$ cat src/rtl/iob_split_pkg.sv
// Shared widths, offsets and helpers for the pipelined native-bus splitter.
// Field offsets describe the packed m_req / m_resp bus layout.
package iob_split_pkg;

    localparam int REQ_VALID_W = 1;
    localparam int REQ_ADDR_W  = 32;
    localparam int REQ_WDATA_W = 32;
    localparam int REQ_WSTRB_W = REQ_WDATA_W / 8;

    localparam int REQ_WSTRB_O = 0;
    localparam int REQ_WDATA_O = REQ_WSTRB_O + REQ_WSTRB_W;
    localparam int REQ_ADDR_O  = REQ_WDATA_O + REQ_WDATA_W;
    localparam int REQ_VALID_O = REQ_ADDR_O + REQ_ADDR_W;
    localparam int REQ_W       = REQ_VALID_O + REQ_VALID_W;

    localparam int RESP_RDATA_W = 32;
    localparam int RESP_RDATA_O = 0;
    localparam int RESP_VALID_O = RESP_RDATA_O + RESP_RDATA_W;
    localparam int RESP_READY_O = RESP_VALID_O + 1;
    localparam int RESP_W       = RESP_READY_O + 1;

    localparam logic [31:0] ERR_DATA_DEF = 32'hDEADBEEF;

    function automatic int clog2(input int v);
        int r;
        r = 0;
        for (int i = 0; i < 31; i++) begin
            if ((1 << i) < v) r = i + 1;
        end
        return r;
    endfunction

endpackage

$ cat src/rtl/iob_split_if.sv
// Master-side request/response bus plus the broadcast slave-side bus.
// The splitter uses the slave modport; its environment uses master.
interface iob_split_if #(
    parameter int ADDR_W   = 32,
    parameter int DATA_W   = 32,
    parameter int N_SLAVES = 4
);
    logic                       m_valid;
    logic [ADDR_W-1:0]          m_addr;
    logic [DATA_W-1:0]          m_wdata;
    logic [DATA_W/8-1:0]        m_wstrb;
    logic                       m_ack;
    logic                       m_rvalid;
    logic [DATA_W-1:0]          m_rdata;
    logic                       m_rerr;

    logic [N_SLAVES-1:0]        s_valid;
    logic [ADDR_W-1:0]          s_addr;
    logic [DATA_W-1:0]          s_wdata;
    logic [DATA_W/8-1:0]        s_wstrb;
    logic [N_SLAVES-1:0]        s_ack;
    logic [N_SLAVES-1:0]        s_rvalid;
    logic [N_SLAVES*DATA_W-1:0] s_rdata;

    modport slave (
        input  m_valid, m_addr, m_wdata, m_wstrb,
        input  s_ack, s_rvalid, s_rdata,
        output m_ack, m_rvalid, m_rdata, m_rerr,
        output s_valid, s_addr, s_wdata, s_wstrb
    );

    modport master (
        output m_valid, m_addr, m_wdata, m_wstrb,
        output s_ack, s_rvalid, s_rdata,
        input  m_ack, m_rvalid, m_rdata, m_rerr,
        input  s_valid, s_addr, s_wdata, s_wstrb
    );
endinterface

$ cat src/rtl/iob_split_tracker.sv
// Outstanding-request tracker: count, current select, issue gating
// and the sticky stray-response flag.
module iob_split_tracker
    import iob_split_pkg::*;
#(
    parameter int N_SLAVES = 4,
    parameter int SEL_W    = 2,
    parameter int MAX_OUT  = 4,
    localparam int CNT_W   = clog2(MAX_OUT + 1)
) (
    input  logic                clk,
    input  logic                rst,
    input  logic                m_valid,
    input  logic [SEL_W-1:0]    sel,
    input  logic                sel_ack,
    input  logic                resp_v,
    input  logic [N_SLAVES-1:0] s_rvalid,
    output logic                allow,
    output logic                accept,
    output logic [CNT_W-1:0]    count,
    output logic [SEL_W-1:0]    cur_sel,
    output logic                err_stray
);
    logic [CNT_W-1:0]    count_q, count_d;
    logic [SEL_W-1:0]    cur_sel_q, cur_sel_d;
    logic                err_stray_q, err_stray_d;
    logic [N_SLAVES-1:0] cur_mask;
    logic                idle;

    always_comb begin
        cur_mask = '0;
        for (int i = 0; i < N_SLAVES; i++) begin
            cur_mask[i] = (cur_sel_q == SEL_W'(i));
        end
        idle   = (count_q == '0);
        allow  = m_valid & (idle | ((sel == cur_sel_q) &
                 (count_q < CNT_W'(MAX_OUT))));
        accept = allow & sel_ack;

        count_d = count_q;
        if (accept & ~resp_v) begin
            count_d = count_q + CNT_W'(1);
        end else if (~accept & resp_v) begin
            count_d = count_q - CNT_W'(1);
        end

        cur_sel_d = accept ? sel : cur_sel_q;
        // off-select responses, or on-select with nothing in flight
        err_stray_d = err_stray_q | (|(s_rvalid & ~cur_mask)) |
                      (idle & (|(s_rvalid & cur_mask)));
    end

    always_ff @(posedge clk) begin
        if (rst) begin
            count_q     <= '0;
            cur_sel_q   <= '0;
            err_stray_q <= 1'b0;
        end else begin
            count_q     <= count_d;
            cur_sel_q   <= cur_sel_d;
            err_stray_q <= err_stray_d;
        end
    end

    assign count     = count_q;
    assign cur_sel   = cur_sel_q;
    assign err_stray = err_stray_q;
endmodule

$ cat src/rtl/iob_split_pipe.sv
// Pipelined in-order native-bus splitter with an internal error
// responder for unmapped selects and an optional response register.
module iob_split_pipe
    import iob_split_pkg::*;
#(
    parameter int ADDR_W   = 32,
    parameter int DATA_W   = 32,
    parameter int N_SLAVES = 4,
    parameter int SEL_W    = 2,
    parameter int P_SLAVES = 31,
    parameter int MAX_OUT  = 4,
    parameter int REG_RESP = 0,
    parameter logic [DATA_W-1:0] ERR_DATA = DATA_W'(ERR_DATA_DEF),
    localparam int CNT_W   = clog2(MAX_OUT + 1)
) (
    input  logic             clk,
    input  logic             rst,
    iob_split_if.slave       bus,
    output logic [CNT_W-1:0] outstanding,
    output logic             err_stray
);
    typedef struct packed {
        logic              v;
        logic              err;
        logic [DATA_W-1:0] data;
    } rsp_t;

    logic [ADDR_W-1:0] addr;
    logic [SEL_W-1:0]  sel, cur_sel;
    logic [CNT_W-1:0]  count;
    logic              mapped, cur_mapped, sel_ack;
    logic              allow, accept, resp_v;
    logic              slv_rv;
    logic [DATA_W-1:0] slv_rd;
    logic              err_v_q, err_v_d;
    rsp_t              rsp_d, rsp_q;

    assign addr        = bus.m_addr;
    assign sel         = addr[P_SLAVES -: SEL_W];
    assign bus.s_addr  = addr;
    assign bus.s_wdata = bus.m_wdata;
    assign bus.s_wstrb = bus.m_wstrb;

    always_comb begin
        mapped     = {1'b0, sel} < (SEL_W + 1)'(N_SLAVES);
        cur_mapped = {1'b0, cur_sel} < (SEL_W + 1)'(N_SLAVES);
        sel_ack    = 1'b1;
        slv_rv     = 1'b0;
        slv_rd     = '0;
        for (int i = 0; i < N_SLAVES; i++) begin
            if (sel == SEL_W'(i)) sel_ack = bus.s_ack[i];
            if (cur_sel == SEL_W'(i)) begin
                slv_rv = bus.s_rvalid[i];
                slv_rd = bus.s_rdata[i*DATA_W +: DATA_W];
            end
        end
        resp_v     = (cur_mapped ? slv_rv : err_v_q) & (count != '0);
        rsp_d.v    = resp_v;
        rsp_d.err  = resp_v & ~cur_mapped;
        rsp_d.data = resp_v ? (cur_mapped ? slv_rd : ERR_DATA) : '0;
    end

    always_comb begin
        bus.s_valid = '0;
        for (int i = 0; i < N_SLAVES; i++) begin
            bus.s_valid[i] = allow & (sel == SEL_W'(i));
        end
    end

    assign err_v_d = accept & ~mapped;

    iob_split_tracker #(
        .N_SLAVES (N_SLAVES),
        .SEL_W    (SEL_W),
        .MAX_OUT  (MAX_OUT)
    ) u_tracker (
        .clk       (clk),
        .rst       (rst),
        .m_valid   (bus.m_valid),
        .sel       (sel),
        .sel_ack   (sel_ack),
        .resp_v    (resp_v),
        .s_rvalid  (bus.s_rvalid),
        .allow     (allow),
        .accept    (accept),
        .count     (count),
        .cur_sel   (cur_sel),
        .err_stray (err_stray)
    );

    always_ff @(posedge clk) begin
        if (rst) begin
            err_v_q <= 1'b0;
            rsp_q   <= '0;
        end else begin
            err_v_q <= err_v_d;
            rsp_q   <= rsp_d;
        end
    end

    assign bus.m_ack    = accept;
    assign bus.m_rvalid = (REG_RESP != 0) ? rsp_q.v    : rsp_d.v;
    assign bus.m_rerr   = (REG_RESP != 0) ? rsp_q.err  : rsp_d.err;
    assign bus.m_rdata  = (REG_RESP != 0) ? rsp_q.data : rsp_d.data;
    assign outstanding  = count;
endmodule

$ cat src/flat_wrapper.sv
// flat-port wrapper written by rule: the top's interface ports become plain ports
module iob_split_pipe_flat import iob_split_pkg::*;
#(
    parameter int ADDR_W   = 32,
    parameter int DATA_W   = 32,
    parameter int N_SLAVES = 4,
    parameter int SEL_W    = 2,
    parameter int P_SLAVES = 31,
    parameter int MAX_OUT  = 4,
    parameter int REG_RESP = 0,
    parameter logic [DATA_W-1:0] ERR_DATA = DATA_W'(ERR_DATA_DEF),
    localparam int CNT_W   = clog2(MAX_OUT + 1)
)
  (clk, rst, outstanding, err_stray, bus_m_valid, bus_m_addr, bus_m_wdata, bus_m_wstrb, bus_s_ack, bus_s_rvalid, bus_s_rdata, bus_m_ack, bus_m_rvalid, bus_m_rdata, bus_m_rerr, bus_s_valid, bus_s_addr, bus_s_wdata, bus_s_wstrb);
  iob_split_if #(.ADDR_W(ADDR_W), .DATA_W(DATA_W), .N_SLAVES(N_SLAVES)) bus_i ();
  input  logic clk;
  input  logic rst;
  output logic [CNT_W-1:0] outstanding;
  output logic err_stray;
  input wire logic [$bits(bus_i.m_valid)-1:0] bus_m_valid;
  input wire logic [$bits(bus_i.m_addr)-1:0] bus_m_addr;
  input wire logic [$bits(bus_i.m_wdata)-1:0] bus_m_wdata;
  input wire logic [$bits(bus_i.m_wstrb)-1:0] bus_m_wstrb;
  input wire logic [$bits(bus_i.s_ack)-1:0] bus_s_ack;
  input wire logic [$bits(bus_i.s_rvalid)-1:0] bus_s_rvalid;
  input wire logic [$bits(bus_i.s_rdata)-1:0] bus_s_rdata;
  output wire logic [$bits(bus_i.m_ack)-1:0] bus_m_ack;
  output wire logic [$bits(bus_i.m_rvalid)-1:0] bus_m_rvalid;
  output wire logic [$bits(bus_i.m_rdata)-1:0] bus_m_rdata;
  output wire logic [$bits(bus_i.m_rerr)-1:0] bus_m_rerr;
  output wire logic [$bits(bus_i.s_valid)-1:0] bus_s_valid;
  output wire logic [$bits(bus_i.s_addr)-1:0] bus_s_addr;
  output wire logic [$bits(bus_i.s_wdata)-1:0] bus_s_wdata;
  output wire logic [$bits(bus_i.s_wstrb)-1:0] bus_s_wstrb;
  assign bus_i.m_valid = bus_m_valid;
  assign bus_i.m_addr = bus_m_addr;
  assign bus_i.m_wdata = bus_m_wdata;
  assign bus_i.m_wstrb = bus_m_wstrb;
  assign bus_i.s_ack = bus_s_ack;
  assign bus_i.s_rvalid = bus_s_rvalid;
  assign bus_i.s_rdata = bus_s_rdata;
  assign bus_m_ack = bus_i.m_ack;
  assign bus_m_rvalid = bus_i.m_rvalid;
  assign bus_m_rdata = bus_i.m_rdata;
  assign bus_m_rerr = bus_i.m_rerr;
  assign bus_s_valid = bus_i.s_valid;
  assign bus_s_addr = bus_i.s_addr;
  assign bus_s_wdata = bus_i.s_wdata;
  assign bus_s_wstrb = bus_i.s_wstrb;
  iob_split_pipe #(.ADDR_W(ADDR_W), .DATA_W(DATA_W), .N_SLAVES(N_SLAVES), .SEL_W(SEL_W), .P_SLAVES(P_SLAVES), .MAX_OUT(MAX_OUT), .REG_RESP(REG_RESP), .ERR_DATA(ERR_DATA)) u_core (.clk(clk), .rst(rst), .bus(bus_i), .outstanding(outstanding), .err_stray(err_stray));
endmodule
$ cat config.mk
export PLATFORM = sky130hd
export DESIGN_NAME = iob_split_pipe_flat
export DESIGN_NICKNAME = d
export VERILOG_FILES = /design/src/rtl/iob_split_pkg.sv /design/src/rtl/iob_split_if.sv /design/src/rtl/iob_split_tracker.sv /design/src/rtl/iob_split_pipe.sv /design/src/flat_wrapper.sv
export SDC_FILE = /design/constraint.sdc
export NUM_CORES = 1
export LEC_CHECK = 0
export ABC_AREA = 1
export CORE_AREA = 2 2 125 127
export CTS_CLUSTER_SIZE = 28
export DETAILED_ROUTE_END_ITERATION = 16
export DIE_AREA = 0 0 127 129
export GPL_ROUTABILITY_DRIVEN = 0
export GPL_TIMING_DRIVEN = 0
export PLACE_DENSITY = 0.63
export SLEW_MARGIN = 5
export SYNTH_ARGS = -nofsm -noshare
export SYNTH_HDL_FRONTEND = slang
export SYNTH_HIERARCHICAL = 1
export SYNTH_SLANG_ARGS = --single-unit
export TNS_END_PERCENT = 10
$ cat constraint.sdc
create_clock -name clk -period 2.9 [get_ports clk]
set_clock_uncertainty 0.05 [all_clocks]
set_input_delay 0.435 -clock clk [delete_from_list [all_inputs] [get_ports clk]]
set_output_delay 0.435 -clock clk [all_outputs]
set_load 0.05 [all_outputs]
Yosys cells after proc, flatten, opt, wreduce, memory -nomap -nowiden --
Cells that the tools add are included.
Word-level totals: register bits 6, input bits 207, word-level logic and storage cells 54
Cells by class: add/sub/neg operators 2, reduce and logical (&&, ||, !) cells 7, bitwise gates (word level) 19, multiplexer cells 15, eq/ne operators 7, order comparisons 1
Operator list (number):
- 2-to-1 mux 32 bit | 5
- AND 1 bit | 11
- AND 4 bit | 2
- equality test 2 bit (second input constant) | 4
- 2-to-1 mux 1 bit | 8
- OR reduction 4 bit | 2
- 2-to-1 mux 3 bit | 2
- equality test 2 x 1 -> 1 bit (second input constant) | 2
- zero test 2 bit | 2
- NOT 4 bit | 1
- adder 3 x 1 -> 3 bit (second input constant) | 1
- zero test 3 bit | 1
- < comparator 3 bit (second input constant) | 1
- bitwise OR 1 bit | 3
- nonzero test 3 bit | 1
- subtractor 3 x 1 -> 3 bit (second input constant) | 1
- equality test 2 bit | 1
- NOT 1 bit | 2
- nonzero test 2 bit | 1

Logic depth before layout (Yosys ltp) --
Gate-level depths: netlist (run 1).
depth in word-level cells 10, gate-level depth with buffers 15

Modules after synthesis --
The synthesis (run 1) kept the hierarchy.
By module, submodules not included:
- iob_split_pipe | area an instance 1908.1 um2, cells an instance 387, times used 1, sequential area each 0.0 um2
- iob_split_tracker | area an instance 397.9 um2, cells an instance 60, times used 1, sequential area each 120.1 um2

Least setup slack after synthesis (run 1) --
No wires, ideal clock.
path kind register -> register, start point register u_core.u_tracker.count_q[1], in the netlist u_core/u_tracker/count[1], end point register u_core.u_tracker.count_q[1], in the netlist u_core/u_tracker/count[1], arrival 2.490 ns, buffers on the path 1, clock period less this slack 2.656 ns, cell stages (with the launch flop) 14, setup time 0.116 ns, setup slack 0.244 ns, cell sequence dfxtp_1 nor2_1 nand2_1 o21ai_0 inv_1 nand2_1 buf_2 inv_1 inv_1 ha_1 inv_2 fa_1 o21ai_0 nor2_1
RTL lines:
- start, declared | line iob_split_tracker.sv:24 | logic [CNT_W-1:0] count_q, count_d;
- start signal, assigned | line iob_split_tracker.sv:59 | count_q <= count_d;
- nonzero test 3 bit | line iob_split_pipe.sv:57 | resp_v = (cur_mapped ? slv_rv : err_v_q) & (count != '0);
- AND 1 bit | line iob_split_pipe.sv:57
- via bus_m_rvalid | line flat_wrapper.sv:28 | output wire logic [$bits(bus_i.m_rvalid)-1:0] bus_m_rvalid;
- NOT 1 bit | line iob_split_tracker.sv:41 | if (accept & ~resp_v) begin
- AND 1 bit | line iob_split_tracker.sv:41
- 2-to-1 mux 3 bit | line iob_split_tracker.sv:41
- via u_core.u_tracker.count_d[1] | line iob_split_tracker.sv:24
The timed path passes the listed nets, and every way through them passes these cells. The select of a mux whose other input is x is not followed. A chain may end at the register's enable or synchronous reset.

Worst setup path in the final report (run 1) --
start point input bus_m_addr[30], end point output bus_s_valid[2]
On the way: longest elaborated chain between the ends 5
Ends and longest elaborated chain:
- start, declared | line flat_wrapper.sv:21 | input wire logic [$bits(bus_i.m_addr)-1:0] bus_m_addr;
- equality test 2 bit | line iob_split_tracker.sv:36 | allow = m_valid & (idle | ((sel == cur_sel_q) &
- AND 1 bit | line iob_split_tracker.sv:36
- bitwise OR 1 bit | line iob_split_tracker.sv:36
- AND 1 bit | line iob_split_tracker.sv:36
- via u_core.allow | line iob_split_pipe.sv:32 | logic allow, accept, resp_v;
- AND 1 bit | line iob_split_pipe.sv:66 | bus.s_valid[i] = allow & (sel == SEL_W'(i));
- end, declared | line flat_wrapper.sv:31 | output wire logic [$bits(bus_i.s_valid)-1:0] bus_s_valid;
The timed path passes the listed nets, and every way through them passes these cells.

==> run_results.csv, run 1 <==
group,metric,value,unit
status,status,"completed",
logic_synthesis,synth_warnings,6,
clocking,cts_root_buf,"clkbuf_16",
floorplan,die-area,0.0164,mm2
logic_synthesis,yosysSeqAreaShare,5.21,%
clocking,clk_path_buf_depth,2,
worst_hold_path,hold_path.class,"flip-flop to flip-flop",
run,drv_cap,0,
power_and_ir_drop,power_density,519,mW/mm2
critical_path,worstSetupPathType,"primary input to primary output",
critical_path,crit_fanout,8,
critical_path,slowest_stage,"clkdlybuf4s50_1",
logic_synthesis,synth-seq-cells,6,
timing,rsz0062_at_grt,"yes",
floorplan,coreArea,0.0150,mm2
timing,slew_headroom,62.9,%
critical_path,crit_chain,"clkdlybuf4s50_1, xnor2_1, nand2_1, nand2_4, nand2_1, inv_1, inv_1, nor3_1, dlygate4sd2_1",
global_routing,first_global_vias,3304,
drt,vias,3473,
logic_synthesis,synth_top_cell_by_area,"nand2_1",
power_and_ir_drop,p_leak,2.47,nW
floorplan,dieWidth,127,um
finish,final_cells,888,
logic_synthesis,yosysTopAreaCellShare,24.6,%
clocking,cts.clk_slew.worst_paths,30,ps
drt,highest_layer,"met4",
place,dp_cells,885,
global_routing,grt_start_max_net_pins,11,
finish,nFillCells,1651,
critical_path,endpoint_kind,"primary output",
critical_path,worstPathArrival,2270,ps
finish,mostFrequentLayoutCell,"clkdlybuf4s50_1",
clocking,htree_levels,1,
timing,layout_setup_ws,142,ps
floorplan,ios,318,
finish,drive_above_1_share,19.9,%
critical_path,cpPeakStageDelay,640,ps
logic_synthesis,synth_nets,656,
place,hpwl,9.91,mm
floorplan,initial_core_util,15.4,%
global_routing,grt_remaining_overflow,0,
drt,wire_per_inst,13.2,um
place,post-place-ws,-303,ps
timing,setup_violations,0,
critical_path,worstPathRequired,2410,ps
drt,drt_wl_total,11.8,mm
global_routing,grt_pass1_wl,16.9,mm
clocking,ctsHoldBuffers,0,
logic_synthesis,synthTopCellsByArea,"nand2_1 25%, buf_4 23%, inv_1 8.1%",
timing,timing.final.hold_violations,0,
drt,routed-wl-met2,5.68,mm
drt,drc,0,
logic_synthesis,yosysUniqueCellTypes,30,
drt,routedLengthMet1,4.72,mm
finish,fin_nets,911,
drt,ant_nets,0,
timing,drv_slew,0,
floorplan,rows,45,
critical_path,critPathLaunchType,"primary input",
timing,period_share,95.1,%
timing,clock.fmax,363,MHz
drt,wl_met3,1.11,mm
logic_synthesis,netlist_area,0.00231,mm2
floorplan,die_h,129,um
clocking,clock_latency,230,ps
place,port_buffers,250,
finish,final_cell_mix,"212 x clkdlybuf4s50_1, 150 x nand2_1, 72 x buf_4",
finish,diodes,0,
drt,drt_iter0_drc,101,
drt,vias_per_cell,3.91,
clocking,cts.sinks,6,
logic_synthesis,synth_cells,447,
power_and_ir_drop,ir_drop,0.440,mV
clocking,cts_buffers,3,
global_routing,grt_use_total,13.0,%
timing,worst_pin_slew,555,ps
logic_synthesis,synth_area_per_cell,5.16,um2
timing,min_period,2760,ps
finish,syn_to_final_growth,123,%
drt,dr.pass1.iters,4,
clocking,cts_tree,"yes",
global_routing,antenna_found_initial,1,
## repair_timing
action / 4_1_cts / 5_1_grt
setup endpoints to repair: 38 / 19
buffers inserted: 0 / 0
gates resized for setup: 93 / 8
## logic make-up (layout without fill, tap and decap cells)
family / count (synthesis) / count (layout) / synth area share, %
flip-flops: 6 / 6 / 5.21
other: 1 / 1 / 0.163
AO/OA/AOI/OAI: 43 / 43 / 11.0
AND/OR/NAND/NOR: 252 / 252 / 46.1
buffers and inverters: 142 / 395 / 35.8
adder cells (fa/ha/maj): 2 / 2 / 1.41
XOR/XNOR: 1 / 1 / 0.380
## where the power goes
part	leakage [nW]	internal, W	switching, W
clock	0.0370	0.000178	0.0000529
combinational	2.39	0.000805	0.00149
sequential	0.0500	0.000107	0.0000406
## layout make-up
| type | count | area, um2 | area share [%] |
|---|---|---|---|
| timing repair buffer | 250 | 2510 | 48.9 |
| multi-input combinational | 299 | 1370 | 26.7 |
| buffer | 87 | 622 | 12.1 |
| tap | 188 | 235 | 4.57 |
| inverter | 55 | 206 | 4.01 |
| sequential | 6 | 121 | 2.36 |
| clock buffer | 3 | 75.1 | 1.46 |
## synthesized netlist by cell type, drive strengths merged
cell type	instances
a21boi	14
a21oi	3
buf	84
clkbuf	3
conb	1
dfxtp	6
fa	1
ha	1
inv	55
nand2	152
nand3	26
nand4	3
nor2	48
nor3	5
o21ai	24
o22ai	2
or2	18
xnor2	1
## per-layer routing
layer,vias to the layer above,GRT usage [%]
met1,1495,15.4
met3,17,3.16
met5,-,0
li1,1791,-
met4,0,3.62
met2,170,23.5
## state kept, by name, summed over array words and instances, names as in the netlist
name / count
u_core/u_tracker/count: 3
u_core/u_tracker/err_stray: 1
u_core/u_tracker/cur_sel: 2
## path summary, 6_finish.rpt
check                         startpoint                   endpoint  slack, ps  cells past startpoint
max reg2reg  u_core/u_tracker/cur_sel[0]  u_core/u_tracker/count[2]        300                     15
min            u_core/u_tracker/count[0]  u_core/u_tracker/count[0]        490                      1
min reg2reg    u_core/u_tracker/count[0]  u_core/u_tracker/count[0]        490                      1
max                       bus_m_addr[30]             bus_s_valid[2]        140                      9
## critical path, delay by kind of cell
kind,cells,cell delay (ps)
buf+inv,4,1310
simple gates,4,350
xor+xnor,1,160
## through the flow
step | hold slack (ps) | utilization (%) | instance area, um2 | total power [W] | setup TNS [ps]
6_report | 494 | 34.4 | 5150 | 0.00267 | 0
3_5_place_dp | 481 | 33.7 | 5040 | 0.00251 | -5980
2_1_floorplan | 495 | - | 2310 | 0.00166 | 0
5_1_grt | 536 | 34.4 | 5150 | 0.00288 | -61.6
3_3_place_gp | 475 | 33.7 | 5040 | 0.00251 | -6450
4_1_cts | 491 | 34.3 | 5140 | 0.00270 | 0
No activity file was read; power rests on OpenSTA's default activity.
==> run 2, diff against run 1 <==
REMOVE_ABC_BUFFERS = 1   (was not set)
==> run 2 against run 1 <==
Against the previous run:
- total power shrank 13%
- worst setup slack lost 16 ps
- clock power shrank 3%
- cell count shrank 16%
- global-route usage grew 6.4 points
- first-iteration DRC count shrank 30%
- core utilization shrank 8.2 points
- die area is the same
- critical path depth shrank 1
- critical endpoint is now bus_m_rdata[12]
- highest routed layer is now met5
==> run_results.csv, run 2 (synthesis gave the netlist of run 1 again) <==
group,metric,value,unit
status,status,"completed",
floorplan,rows,45,
floorplan,die_h,129,um
floorplan,dieWidth,127,um
clocking,htree_levels,1,
power_and_ir_drop,power_density,591,mW/mm2
finish,largest_reg_flops,3,
floorplan,coreArea,0.0150,mm2
power_and_ir_drop,ir_drop,0.466,mV
power_and_ir_drop,swShare,59.7,%
finish,drive_above_1_share,7.04,%
place,port_buffers,184,
global_routing,grt_start_max_net_pins,34,
drt,drt_iter0_drc,71,
timing,clock.fmax,360,MHz
clocking,cts_tree,"yes",
critical_path,crit_fanout,20,
clocking,cts.sinks,6,
critical_path,endpoint_kind,"primary output",
critical_path,r2r_end,"u_core/u_tracker/count[2]",
critical_path,worstSetupPathType,"flip-flop to primary output",
drt,ant_nets,0,
finish,syn_to_final_growth,70.3,%
timing,drv_slew,0,
critical_path,rrSetupSlack,220,ps
clocking,ctsHoldBuffers,0,
clocking,clock_latency,230,ps
global_routing,first_global_vias,2834,
timing,rsz0062_at_grt,"yes",
finish,final_cells,742,
timing,worst_pin_slew,519,ps
floorplan,ios,318,
finish,mostFrequentLayoutCell,"nand2_1",
critical_path,worstPathArrival,2290,ps
critical_path,reg2reg_depth,13,
global_routing,grt_pass1_wl,22.1,mm
timing,slew_headroom,65.3,%
run,drv_cap,0,
floorplan,die-area,0.0164,mm2
finish,post-route-util,26.2,%
drt,routedLengthMet1,5.14,mm
clocking,cts_buffers,3,
worst_hold_path,hold_path.class,"flip-flop to flip-flop",
finish,fin_nets,765,
drt,wire_per_inst,22.9,um
global_routing,grt_remaining_overflow,0,
power_and_ir_drop,sequentialPowerShare,7.7,%
drt,drc,0,
finish,nFillCells,1729,
drt,vias,3068,
timing,timing.final.hold_violations,0,
global_routing,antenna_found_initial,0,
timing,min_period,2770,ps
finish,final_cell_mix,"149 x nand2_1, 146 x clkdlybuf4s50_1, 49 x inv_1",
clocking,clk_path_buf_depth,2,
place,dp_cells,733,
critical_path,worstSetupStartpoint,"u_core/u_tracker/cur_sel[0]",
power_and_ir_drop,p_leak,1.97,nW
drt,drt_wl_total,17.0,mm
finish,diodes,0,
timing,whs,491,ps
drt,wl_met3,3.93,mm
clocking,cts.clk_slew.worst_paths,30,ps
clocking,cts_root_buf,"clkbuf_16",
power_and_ir_drop,p_int,0.000935,W
critical_path,endpoint,"bus_m_rdata[12]",
drt,routed-wl-met2,7.66,mm
global_routing,grt_use_total,19.4,%
timing,period_share,95.7,%
power_and_ir_drop,switching_power,0.00139,W
timing,setup_violations,0,
power_and_ir_drop,clock_power_share,9.6,%
critical_path,worstPathRequired,2410,ps
critical_path,critPathLaunchType,"flip-flop",
drt,highest_layer,"met5",
power_and_ir_drop,combPwrFrac,82.7,%
critical_path,r2r_start,"u_core/u_tracker/cur_sel[0]",
place,hpwl,14.1,mm
drt,dr.pass1.iters,4,
floorplan,initial_core_util,15.4,%
drt,vias_per_cell,4.13,
[run 2: changes by cell type in the layout (fill, tap and decap cells not counted), moves of 2 or more]
cell,delta
buf_4,-69
buf_8,+2
dlygate4sd2_1,+26
buf_2,-10
dfxtp_4,+2
clkdlybuf4s15_2,-26
clkbuf_1,-2
clkdlybuf4s50_1,-66
[run 2: worst min-delay path by stage]
| stage | start | depth (start not counted) | to |
|---|---|---|---|
| 2_1_floorplan | rst | 3 | u_core/u_tracker/err_stray |
| 6_report | u_core/u_tracker/count[0] | 1 | u_core/u_tracker/count[0] |
| 5_1_grt | u_core/u_tracker/count[0] | 1 | u_core/u_tracker/count[0] |
| 4_1_cts | u_core/u_tracker/count[0] | 1 | u_core/u_tracker/count[0] |
| 3_5_place_dp | u_core/u_tracker/count[0] | 1 | u_core/u_tracker/count[0] |
| 3_3_place_gp | u_core/u_tracker/count[0] | 1 | u_core/u_tracker/count[0] |
[run 2: power groups by stage]
stage | sequential (W) | clock, W | combinational, W
after floorplan | 0.000220 | 0 | 0.00113
after global placement | 0.000196 | 0 | 0.00191
after detailed placement | 0.000197 | 0 | 0.00195
after CTS | 0.000187 | 0.000229 | 0.00192
after global routing | 0.000187 | 0.000236 | 0.00207
final | 0.000178 | 0.000224 | 0.00192
[run 2: critical path, cell delays in order (launching register included)]
cell and delay (ps):
dfxtp_4 520, inv_2 240, nor2_4 190, buf_4 200, nand2_1 60, nand3_1 120
nand2_1 60, nor2_1 90, dlygate4sd2_1 540
[run 2: final cells by class]
class	count	area, um2	area share, %
timing repair buffer	191	1880	48.0
sequential	6	128	3.25
tap	188	235	5.99
inverter	55	210	5.35
clock buffer	3	75.1	1.91
multi-input combinational	299	1390	35.5
[run 2: metal layers]
layer / vias to the layer above / global-route usage, %
li1: 1499 / -
met1: 1292 / 15.7
met2: 259 / 32.2
met3: 14 / 21.7
met4: 4 / 2.33
met5: - / 6.76
[run 2: repair_timing]
| item | CTS | global route |
|---|---|---|
| buffers inserted | 5 | 1 |
| pin swaps | 2 | 0 |
| resized for setup | 47 | 10 |
| endpoints found under the setup margin | 41 | 6 |
[run 2: metrics by stage]
step                total power, W  setup TNS (ps)  setup slack (ps)  area (um2)
finish                     0.00232               0               125        3930
detailed placement         0.00214          -56530             -1620        3800
floorplan                  0.00135          -13300              -842        1690
global route               0.00250            -165              -103        3930
CTS                        0.00234               0              62.1        3920
global placement           0.00211          -88960             -2480        3760
==> run 3, diff against run 2 <==
GPL_ROUTABILITY_DRIVEN = not set   (was 0)
SETUP_SLACK_MARGIN = 0.3   (was not set)
==> run 3 against run 2 <==
Against the previous run:
- sequential cell count stayed put
- sequential power is 12% lower
- core utilization is 1.9 points higher
- cell area is 7.1% higher
- first-iteration DRC count is 27% higher
- critical endpoint is now bus_m_rdata[21]
- largest cell class unchanged
- largest power group unchanged
==> run_results.csv, run 3 (synthesis gave the netlist of run 1 again) <==
group,metric,value,unit
place,gp_congestion,0.788,
clocking,ctsHoldBuffers,0,
drt,drt_iter0_drc,90,
power_and_ir_drop,p_leak,1.96,nW
timing,fin_tns_setup,0,ps
worst_hold_path,hold_path.class,"flip-flop to flip-flop",
timing,whs,492,ps
drt,vias_per_cell,4.15,
power_and_ir_drop,clock_power_share,8.6,%
clocking,clk_path_buf_depth,2,
critical_path,worstPathRequired,2410,ps
global_routing,grt_remaining_overflow,0,
drt,ant_nets,0,
drt,drt_wl_total,17.9,mm
floorplan,die-area,0.0164,mm2
finish,diodes,0,
place,port_buffers,184,
finish,mostFrequentLayoutCell,"nand2_1",
critical_path,worstSetupPathType,"primary input to primary output",
finish,final_cells,757,
floorplan,die_h,129,um
floorplan,coreArea,0.0150,mm2
finish,syn_to_final_growth,82.4,%
drt,drc,0,
critical_path,reg2reg_depth,14,
floorplan,rows,45,
status,status,"completed",
global_routing,grt_pass1_wl,23.2,mm
clocking,clock_latency,230,ps
timing,clock.fmax,395,MHz
floorplan,initial_core_util,15.4,%
timing,slew_headroom,65.3,%
critical_path,endpoint_kind,"primary output",
timing,period_share,87.2,%
finish,largest_reg_flops,3,
clocking,cts_buffers,3,
timing,worst_pin_slew,519,ps
clocking,cts_tree,"yes",
power_and_ir_drop,total_power,0.00259,W
floorplan,ios,318,
clocking,cts.clk_slew.worst_paths,30,ps
global_routing,first_global_vias,2897,
power_and_ir_drop,sequentialPowerShare,6.0,%
drt,dr.pass1.iters,4,
power_and_ir_drop,ir_drop,0.483,mV
critical_path,critPathLaunchType,"primary input",
timing,setup_violations,0,
power_and_ir_drop,power_density,617,mW/mm2
global_routing,grt_use_total,20.6,%
global_routing,antenna_found_initial,0,
timing,rsz0062_at_grt,"yes",
drt,wire_per_inst,23.6,um
power_and_ir_drop,swShare,57.7,%
critical_path,worstPathArrival,2050,ps
timing,min_period,2530,ps
finish,final_cell_mix,"149 x nand2_1, 143 x clkdlybuf4s50_1, 48 x inv_1",
place,hpwl,14.1,mm
run,drv_cap,0,
finish,fin_nets,780,
clocking,cts_root_buf,"clkbuf_16",
worst_hold_path,hold_depth,1,
timing,timing.final.hold_violations,0,
global_routing,grt_start_max_net_pins,22,
place,dp_cells,733,
critical_path,crit_fanout,9,
power_and_ir_drop,combPwrFrac,85.4,%
finish,nFillCells,1706,
power_and_ir_drop,p_int,0.00110,W
drt,vias,3142,
clocking,cts.sinks,6,
timing,drv_slew,0,
finish,drive_above_1_share,15.3,%
power_and_ir_drop,switching_power,0.00150,W
floorplan,dieWidth,127,um
clocking,htree_levels,1,
[run 3: final timing paths]
kind	start	end	slack, ps
worst max-delay path	bus_s_rvalid[2]	bus_m_rdata[21]	370
worst max register to register	u_core/u_tracker/cur_sel[1]	u_core/u_tracker/count[2]	570
worst min-delay path	u_core/u_tracker/count[0]	u_core/u_tracker/count[0]	490
worst min register to register	u_core/u_tracker/count[0]	u_core/u_tracker/count[0]	490
[run 3: area by class of cell]
| type | instances | area (um2) | share of cell area (%) |
|---|---|---|---|
| Multi-Input combinational cell | 301 | 1430 | 34.1 |
| Clock buffer | 3 | 75.1 | 1.79 |
| Sequential cell | 6 | 128 | 3.03 |
| Timing Repair Buffer | 204 | 2120 | 50.4 |
| Tap cell | 188 | 235 | 5.59 |
| Inverter | 55 | 213 | 5.06 |
[run 3: layer usage]
metal / global-route usage (%) / part of all wire, % / vias up
li1: - / - / 1536
met1: 17.1 / 30 / 1325
met2: 34.5 / 46 / 267
met3: 21.7 / 23 / 10
met4: 2.33 / 0.52 / 4
met5: 7.06 / 0.83 / -
[run 3: power by group through the flow]
stage | Clock (W) | Combinational [W] | Sequential [W]
2_1_floorplan | 0 | 0.00113 | 0.000220
3_3_place_gp | 0 | 0.00191 | 0.000196
3_5_place_dp | 0 | 0.00195 | 0.000197
4_1_cts | 0.000229 | 0.00212 | 0.000185
5_1_grt | 0.000236 | 0.00238 | 0.000164
6_report | 0.000224 | 0.00221 | 0.000156
[run 3: what timing repair did]
action | in CTS | in global routing
pin swaps | 4 | 1
resized for setup | 125 | 8
buffers inserted | 9 | 10
endpoints found under the setup margin | 41 | 28
cloned | 2 | 0
[run 3: critical path, cell delays in order]
cell             delay, ps
clkdlybuf4s50_1        510
nand3_1                110
nand3_2                110
buf_12                 140
nand2_8                100
buf_4                  160
nor2_1                  90
clkdlybuf4s15_2        380
[run 3: stage by stage]
| stage | utilization (%) | cell area (um2) | setup slack, ps |
|---|---|---|---|
| final | 28.1 | 4210 | 370 |
| after global routing | 28.1 | 4210 | 281 |
| after CTS | 27.4 | 4110 | 239 |
| after detailed placement | 25.4 | 3800 | -1620 |
| after global placement | 25.1 | 3760 | -2480 |
| after floorplan | - | 1690 | -842 |
